### config.mk
export PLATFORM = sky130hd
export DESIGN_NAME = iob_regfile_wr_arb
export DESIGN_NICKNAME = d
export VERILOG_FILES = /design/src/rtl/iob_regfile_wr_arb_pkg.sv /design/src/rtl/iob_rr_sel.sv /design/src/rtl/iob_regfile_wr_arb.sv
export SDC_FILE = /design/constraint.sdc
export NUM_CORES = 1
export LEC_CHECK = 0
export BUFFER_PORTS_ARGS = -buffer_cell sky130_fd_sc_hd__buf_2
export CORE_UTILIZATION = 43
export CTS_CLUSTER_DIAMETER = 120
export DETAILED_ROUTE_END_ITERATION = 7
export PLACE_DENSITY = 0.87
export SYNTH_ARGS = -nofsm -noshare
export SYNTH_HDL_FRONTEND = slang
export SYNTH_SLANG_ARGS = --single-unit
export TNS_END_PERCENT = 30
### constraint.sdc
create_clock -name clk_i -period 2.1 [get_ports clk_i]
set_input_delay 0.105 -clock clk_i [delete_from_list [all_inputs] [get_ports clk_i]]
set_output_delay 0.105 -clock clk_i [all_outputs]
set_load 0.1 [all_outputs]
### src/rtl/iob_regfile_wr_arb_pkg.sv
// Shared types and field offsets for the register-file write-port arbiter.
// The state encoding and the packed-request field offsets live here so that
// register-file integrators can slice {waddr, wstrb, wdata} consistently.
package iob_regfile_wr_arb_pkg;

    // Arbiter states; the encodings are visible to integrators.
    typedef enum logic {
        IOB_RWA_IDLE   = 1'b0,
        IOB_RWA_LOCKED = 1'b1
    } rwa_state_e;

    // Packed request layout: {waddr, wstrb, wdata}, wdata in the LSBs.
    localparam int RWA_WDATA_LSB = 0;

    function automatic int rwa_wstrb_lsb(input int wdata_w);
        return wdata_w;
    endfunction

    function automatic int rwa_waddr_lsb(input int wdata_w, input int wstrb_w);
        return wdata_w + wstrb_w;
    endfunction

    function automatic int rwa_req_w(input int waddr_w, input int wstrb_w, input int wdata_w);
        return waddr_w + wstrb_w + wdata_w;
    endfunction

endpackage

### src/rtl/iob_rr_sel.sv
// Combinational round-robin selector: scans the request vector starting at
// ptr_i and wrapping modulo N, returning the first hit as a one-hot grant and
// as an index. Purely combinational so it can be reused by other arbiters.
// ptr_i is expected to stay below N.
module iob_rr_sel #(
    parameter int N     = 2,
    parameter int IDX_W = (N > 1) ? $clog2(N) : 1
) (
    input  logic [N-1:0]     req_i,
    input  logic [IDX_W-1:0] ptr_i,
    output logic [N-1:0]     gnt_o,
    output logic [IDX_W-1:0] idx_o,
    output logic             any_o
);

    // Rotate-and-priority-encode: first requester at or after the pointer wins.
    always_comb begin
        int  k;
        logic found;
        k     = 0;
        found = 1'b0;
        gnt_o = '0;
        idx_o = '0;
        for (int i = 0; i < N; i++) begin
            k = int'(ptr_i) + i;
            if (k >= N) begin
                k = k - N;
            end
            if (!found && req_i[k]) begin
                found    = 1'b1;
                gnt_o[k] = 1'b1;
                idx_o    = IDX_W'(k);
            end
        end
        any_o = found;
    end

endmodule

### src/rtl/iob_regfile_wr_arb.sv
// Round-robin write-port arbiter for the two-port register file.
// Shares the single write port among N_REQ valid/ready requesters, with
// optional locked bursts of up to MAX_BURST beats per grant. The output
// register drives the register file's wen_i and write request directly.
//
// Optional feature macro: IOB_REGFILE_WR_ARB_PRIO_EN
//   defined   - in IDLE requester 0 wins whenever it is valid (never
//               preempts a LOCKED owner); the pointer still advances.
//   undefined - pure round-robin.
//
// state          | meaning
// ---------------+-------------------------------------------------------
// IOB_RWA_IDLE   | round-robin arbitration among all valid requesters
// IOB_RWA_LOCKED | owner holds the port for a burst; others are blocked
module iob_regfile_wr_arb
    import iob_regfile_wr_arb_pkg::*;
#(
    parameter int N_REQ     = 2,
    parameter int WADDR_W   = 4,
    parameter int WDATA_W   = 32,
    parameter int WSTRB_W   = WDATA_W / 8,
    parameter int MAX_BURST = 4,
    parameter int REQ_W     = rwa_req_w(WADDR_W, WSTRB_W, WDATA_W)
) (
    input  logic                       clk_i,
    input  logic                       rst_i,
    input  logic                       cke_i,
    input  logic [N_REQ-1:0]           valid_i,
    input  logic [N_REQ-1:0]           lock_i,
    input  logic [N_REQ*REQ_W-1:0]     req_i,
    output logic [N_REQ-1:0]           ready_o,
    output logic                       wen_o,
    output logic [REQ_W-1:0]           wreq_o,
    output logic [$clog2(N_REQ)-1:0]   owner_o,
    output logic                       busy_o
);

    localparam int IDX_W = $clog2(N_REQ);
    // Counter holds values 0..MAX_BURST-1; sized so MAX_BURST=1 still has a bit.
    localparam int CNT_W = $clog2(MAX_BURST + 1);
    localparam logic [CNT_W-1:0] CNT_LAST = CNT_W'(MAX_BURST - 1);
    localparam logic [IDX_W-1:0] IDX_LAST = IDX_W'(N_REQ - 1);

    rwa_state_e        state_q, state_d;
    logic [IDX_W-1:0]  ptr_q, ptr_d;
    logic [IDX_W-1:0]  owner_q, owner_d;
    logic [CNT_W-1:0]  cnt_q, cnt_d;
    logic              wen_q, wen_d;
    logic [REQ_W-1:0]  wreq_q, wreq_d;

    logic [N_REQ-1:0]  sel_gnt;
    logic [IDX_W-1:0]  sel_idx;
    logic              sel_any;

    logic [N_REQ-1:0]  ready;
    logic              accept;
    logic [IDX_W-1:0]  win_idx;

    iob_rr_sel #(
        .N     (N_REQ),
        .IDX_W (IDX_W)
    ) u_rr_sel (
        .req_i (valid_i),
        .ptr_i (ptr_q),
        .gnt_o (sel_gnt),
        .idx_o (sel_idx),
        .any_o (sel_any)
    );

    // Next-state, grant and accept decode; nothing is granted under reset or
    // when the clock enable is low, so a held wen_o never duplicates a write.
    always_comb begin
        state_d = state_q;
        ptr_d   = ptr_q;
        owner_d = owner_q;
        cnt_d   = cnt_q;
        accept  = 1'b0;
        win_idx = owner_q;
        ready   = '0;
        if (cke_i && !rst_i) begin
            case (state_q)
                IOB_RWA_IDLE: begin
                    if (sel_any) begin
                        win_idx = sel_idx;
`ifdef IOB_REGFILE_WR_ARB_PRIO_EN
                        if (valid_i[0]) begin
                            win_idx = '0;
                        end
`endif
                        accept         = 1'b1;
                        ready[win_idx] = 1'b1;
                        ptr_d          = (win_idx == IDX_LAST) ? '0 : win_idx + IDX_W'(1);
                        owner_d        = win_idx;
                        if (lock_i[win_idx] && (MAX_BURST > 1)) begin
                            state_d = IOB_RWA_LOCKED;
                            cnt_d   = CNT_W'(1);
                        end
                    end
                end
                IOB_RWA_LOCKED: begin
                    if (valid_i[owner_q]) begin
                        accept         = 1'b1;
                        ready[owner_q] = 1'b1;
                        if (lock_i[owner_q] && (cnt_q < CNT_LAST)) begin
                            cnt_d = cnt_q + CNT_W'(1);
                        end else begin
                            state_d = IOB_RWA_IDLE;
                            cnt_d   = '0;
                        end
                    end else if (!lock_i[owner_q]) begin
                        state_d = IOB_RWA_IDLE;
                        cnt_d   = '0;
                    end
                end
            endcase
        end
    end

    // Output stage: load the winning request on accept, otherwise drop wen.
    always_comb begin
        wen_d  = accept;
        wreq_d = wreq_q;
        if (accept) begin
            wreq_d = req_i[int'(win_idx)*REQ_W +: REQ_W];
        end
    end

    // State and output registers: sync reset first, then clock-enabled update.
    always_ff @(posedge clk_i) begin
        if (rst_i) begin
            state_q <= IOB_RWA_IDLE;
            ptr_q   <= '0;
            owner_q <= '0;
            cnt_q   <= '0;
            wen_q   <= 1'b0;
            wreq_q  <= '0;
        end else if (cke_i) begin
            state_q <= state_d;
            ptr_q   <= ptr_d;
            owner_q <= owner_d;
            cnt_q   <= cnt_d;
            wen_q   <= wen_d;
            wreq_q  <= wreq_d;
        end
    end

    assign ready_o = ready;
    assign wen_o   = wen_q;
    assign wreq_o  = wreq_q;
    assign owner_o = owner_q;
    assign busy_o  = (state_q == IOB_RWA_LOCKED);

endmodule

Yosys cells after proc, flatten, opt, wreduce, memory -nomap -nowiden
Index checks and enable logic that the tools add are counted.
- add/subtract/negate cells: 5
- multiply operators: 1
- magnitude comparators: 9
- eq/ne operators: 3
- shifts and indexed selects: 1
- mux-type cells: 46
- bitwise gates (word level): 1
- reductions and logical operators: 11
- operator list (operator ; number):
    $shiftx 80x8->40 ; 1
    $lt 32x3->1 const B ; 2
    $mux 32 ; 2
    $ge 32x3->1 const B ; 1
    $sub 32x3->32 const B ; 1
    $mux 1 ; 30
    $mux 3 ; 5
    $mux 2 ; 3
    $pmux 3 s2 ; 1
    $logic_and 1x1->1 ; 5
    $reduce_and 5->1 ; 1
    $lt 1x2->1 const B ; 2
    $mul 1x3->4 const B ; 1
    $ne 2x2->1 const B ; 2
    $pmux 1 s2 ; 2
    $pmux 2 s2 ; 1
    $reduce_and 2->1 ; 2
    $reduce_and 4->1 ; 1
    $add 3x1->3 const B ; 1
    $lt 3x2->1 const B ; 1
    $ne 3x3->1 const B ; 1
    $sub 1x2->3 const B ; 1
    $add 1x1->2 const B ; 1
    $demux 1 s1 ; 2
    other kinds (5) ; 7
- register bits after elaboration: 47
- bits of input ports: 87
- output and inout bits: 45

Depth between registers and ports, before layout
- depth after elaboration: 16
- depth in mapped cells: 7

Modules after synthesis
A second synthesis with hierarchy kept.
- cell total of the unflattened synthesis: 282
- area, all modules: 2197.1 um^2
- by module, submodules not included (module ; times used ; cells each ; area each (um^2)):
    iob_regfile_wr_arb ; 1 ; 277 ; 2164.6
    iob_rr_sel ; 1 ; 5 ; 32.5

Least setup slack after synthesis
No wires, ideal clock.
- path type: reg-to-output
- start: register owner_q, in the netlist owner_o
- end: output ready_o[1]
- arrival time: 3.508 ns
- data required time: 1.995 ns
- path slack: -1.513 ns
- cell stages (with the launch flop): 4
- cells stage by stage: dfxtp_1 > clkbuf_1 > a31oi_1 > nor3_1
- word-level cells in the longest chain between the ends: 7
- RTL lines (item ; RTL line ; source):
    from (decl) ; iob_regfile_wr_arb.sv:46 ; logic [IDX_W-1:0] owner_q, owner_d;
    from (signal assigned) ; iob_regfile_wr_arb.sv:140 ; owner_q <= owner_d;
    $lt 1x2->1 (not written as such) or $ge 1x1->1 (tied branches) ; iob_regfile_wr_arb.sv:103 ; ready[owner_q] = 1'b1;
    $logic_and 1x1->1 (not written as such) ; iob_regfile_wr_arb.sv:103 ;
    $mux 1 (not written as such) ; iob_regfile_wr_arb.sv:103 ;
    $demux 1 s1 ; iob_regfile_wr_arb.sv:103 ;
    $mux 2 (*) ; iob_regfile_wr_arb.sv:101 ; if (valid_i[owner_q]) begin
    $pmux 2 s2 (*) ; iob_regfile_wr_arb.sv:81 ; case (state_q)
    $mux 2 (*) ; iob_regfile_wr_arb.sv:80 ; if (cke_i && !rst_i) begin
    to (decl) ; iob_regfile_wr_arb.sv:31 ; output logic [N_REQ-1:0] ready_o,
Mark *: on every way between the ends. The rest lies on a longest branch, timed or not. The select of a mux whose other input is x is not followed.

Worst setup path in the final report
- start: register ptr_q
- end: output ready_o[1]
- word-level cells in the longest chain between the ends: 16
- RTL lines (item ; RTL line ; source):
    from (decl) ; iob_regfile_wr_arb.sv:45 ; logic [IDX_W-1:0] ptr_q, ptr_d;
    from (signal assigned) ; iob_regfile_wr_arb.sv:139 ; ptr_q <= ptr_d;
    branches (longest 13 deep; another with $sub 32x3->32) ; - ;
    $mux 2 (*) ; iob_regfile_wr_arb.sv:83 ; if (sel_any) begin
    $pmux 2 s2 (*) ; iob_regfile_wr_arb.sv:81 ;
    $mux 2 (*) ; iob_regfile_wr_arb.sv:80 ;
Every way passes the cells marked *. The select of a mux whose other input is x is not followed.

==> impl_metrics.env <==
export IMPL_syn_to_final_growth_pct=37.0
export IMPL_clock_sinks=47
export IMPL_status="finished clean"
export IMPL_synth_async_reset_ratio=0
export IMPL_drive_above_1_share=0.386
export IMPL_fin_ws_ns=0.186
export IMPL_initial_core_util=0.461
export IMPL_hp_class="input port to flip-flop"
export IMPL_wl_per_cell_microns=12.3
export IMPL_utilization=0.631
export IMPL_ys_flop_type="dfxtp_1"
export IMPL_clock_latency_ns=0.29
export IMPL_final_area_sq_um=3060
export IMPL_crit_required_ns=2.00
export IMPL_fin_crit_ns=1.91
export IMPL_antenna_found_initial=0
export IMPL_clk_pin_slew_ns=0.09
export IMPL_syn_area_per_cell_sq_um=8.00
export IMPL_syn_num_nets=367
export IMPL_synthDistinctLibCells=33
export IMPL_synth_area_sq_um=2230
export IMPL_synth_seq_cells=47
export IMPL_yosysSeqAreaShare=0.421
export IMPL_cts_made_buffers=5
export IMPL_slew_violations=0
export IMPL_rsz0062_at_grt="no"
export IMPL_route_vias_total=2401
export IMPL_layout_commonest_cell="buf_2"
export IMPL_maxCapViolations=0
export IMPL_place_ws_ns=0.300
export IMPL_gp_congestion=0.819
export IMPL_hold_viol=0
export IMPL_drt_first_pass_iters=4
export IMPL_layout_common_cells="129 x buf_2, 85 x nand2_1, 45 x nor2_1, 45 x dfxtp_1, 40 x a311oi_1"
export IMPL_finalClockSkew_ns=0.00467
export IMPL_core_area_sq_um=4850
export IMPL_ant_nets=0
export IMPL_post_dp_cell_area_sq_um=2960
export IMPL_route_detailed_drc=0
export IMPL_dieArea_sq_um=5490
export IMPL_port_buffers=131
export IMPL_grt_pass1_wl_mm=8.72
export IMPL_synth_warnings=0
export IMPL_grt_pass1_vias=2015
export IMPL_dieHeight_microns=74.1
export IMPL_cp_max_fo=6
export IMPL_worst_pin_slew_ns=0.518
export IMPL_crit_type="flip-flop to output pin"
export IMPL_vdd_drop_max_mv=0.506
export IMPL_dp_cells=458
export IMPL_grt_max_degree=49
export IMPL_drtIter0Drc=92
export IMPL_grt_overflow_total=0
export IMPL_p_leak_nw=1.43
export IMPL_h_tree_depth=2
export IMPL_die_w_microns=74.1
export IMPL_rows=25
export IMPL_track_usage=0.202
export IMPL_cts_tree="yes"
export IMPL_io_pins=132
export IMPL_synth_cells=279
export IMPL_fmax_ghz=0.522
export IMPL_p_per_area_nw_per_um2=804
export IMPL_clock_root_buffer="clkbuf_8"
export IMPL_cp_end_kind="output pin"
export IMPL_hpwl_mm=4.11
export IMPL_arrival_ns=1.81
export IMPL_slew_headroom=0.655
export IMPL_num_antenna_cells=0
export IMPL_wirelength_mm=5.75
export IMPL_cts_buffer_depth=2
export IMPL_synth_edf_count=0
export IMPL_final_nets=486
export IMPL_instances_no_fill=466
export IMPL_cp_start_kind="flip-flop"
export IMPL_finalSetupViolations=0
export IMPL_r2r_slack_ns=0.31
export IMPL_vias_per_cell=5.15
export IMPL_finalCritPeriodShare=0.912
## final cells by class
type	count	area, sq um
timing repair buffer	136	748
clock buffer	7	86.3
sequential	47	946
fill	421	1790
multi-input combinational	207	1180
inverter	1	3.75
tap	67	83.8
clock inverter	1	8.76
## Yosys cell counts (2+ instances only)
cell type  count  area share
a21oi_1        3      0.0067
a221o_1        2      0.0090
a311oi_1      40        0.16
buf_2          6       0.013
buf_6          5       0.025
clkbuf_1      13       0.022
dfxtp_1       47        0.42
mux2i_1        3       0.013
nand2_1       85        0.14
nand2b_1       3      0.0084
nand3b_1       2      0.0067
nand4_1        2      0.0056
nor2_1        45       0.076
nor2b_1        2      0.0056
o21ai_0        2      0.0045
o21ai_2        2      0.0078
## sequential cells by signal, summed over array words and instances (netlist names)
| name | flops |
|---|---|
| wreq_o | 40 |
| cnt_q | 3 |
| busy_o | 1 |
| owner_o | 1 |
| ptr_q | 1 |
| wen_o | 1 |
## stage by stage
step                TNS (ns)  power (mW)  hold slack [ns]
floorplan            -0.0481        1.72            0.264
global placement           0        1.91            0.368
detailed placement         0        1.92            0.374
finish                     0        2.46           0.0675
global route               0        2.58           0.0619
CTS                        0        2.48           0.0589
## cell families after synthesis
family          Yosys count  share of synthesized area
compound gates           57                      0.223
mux                       4                     0.0185
flops                    47                      0.421
fa+ha+maj                 1                    0.00560
simple gates            145                      0.269
buf+inv                  25                     0.0622
## worst max-delay path: stages (launching register included)
cell and delay [ns]:
dfxtp_1 0.32, nand2b_1 0.26, nand2_1 0.08, nor2_1 0.21
a31oi_1 0.11, nor3_4 0.19, clkbuf_4 0.34
## where the power goes
part | switching (mW) | internal [mW] | total (mW)
Combinational | 0.689 | 0.212 | 0.901
Sequential | 0.0387 | 0.959 | 0.997
Clock | 0.293 | 0.270 | 0.563
## metal layers
layer / up-vias / GRT usage / share of wire
met5: - / 0 / 0
met4: 0 / 0.0705 / 0.011
met3: 8 / 0.0352 / 0.075
met2: 116 / 0.361 / 0.49
met1: 1056 / 0.243 / 0.43
li1: 1221 / - / -
## final timing paths
kind,from,to,depth (start not counted)
setup reg to reg,busy_o,wreq_o[24],6
setup / recovery,ptr_q,ready_o[1],6
hold / removal,req_i[51],wreq_o[11],3
hold reg to reg,wreq_o[34],wreq_o[34],2
## timing repair
item | in CTS | in global routing
setup endpoints to repair | 0 | 1
endpoints found under the hold margin | 0 | 0
setup buffers | 0 | 0
gates resized for setup | 0 | 1
hold buffers | 0 | 0
Power figures use the tool's default switching activity.
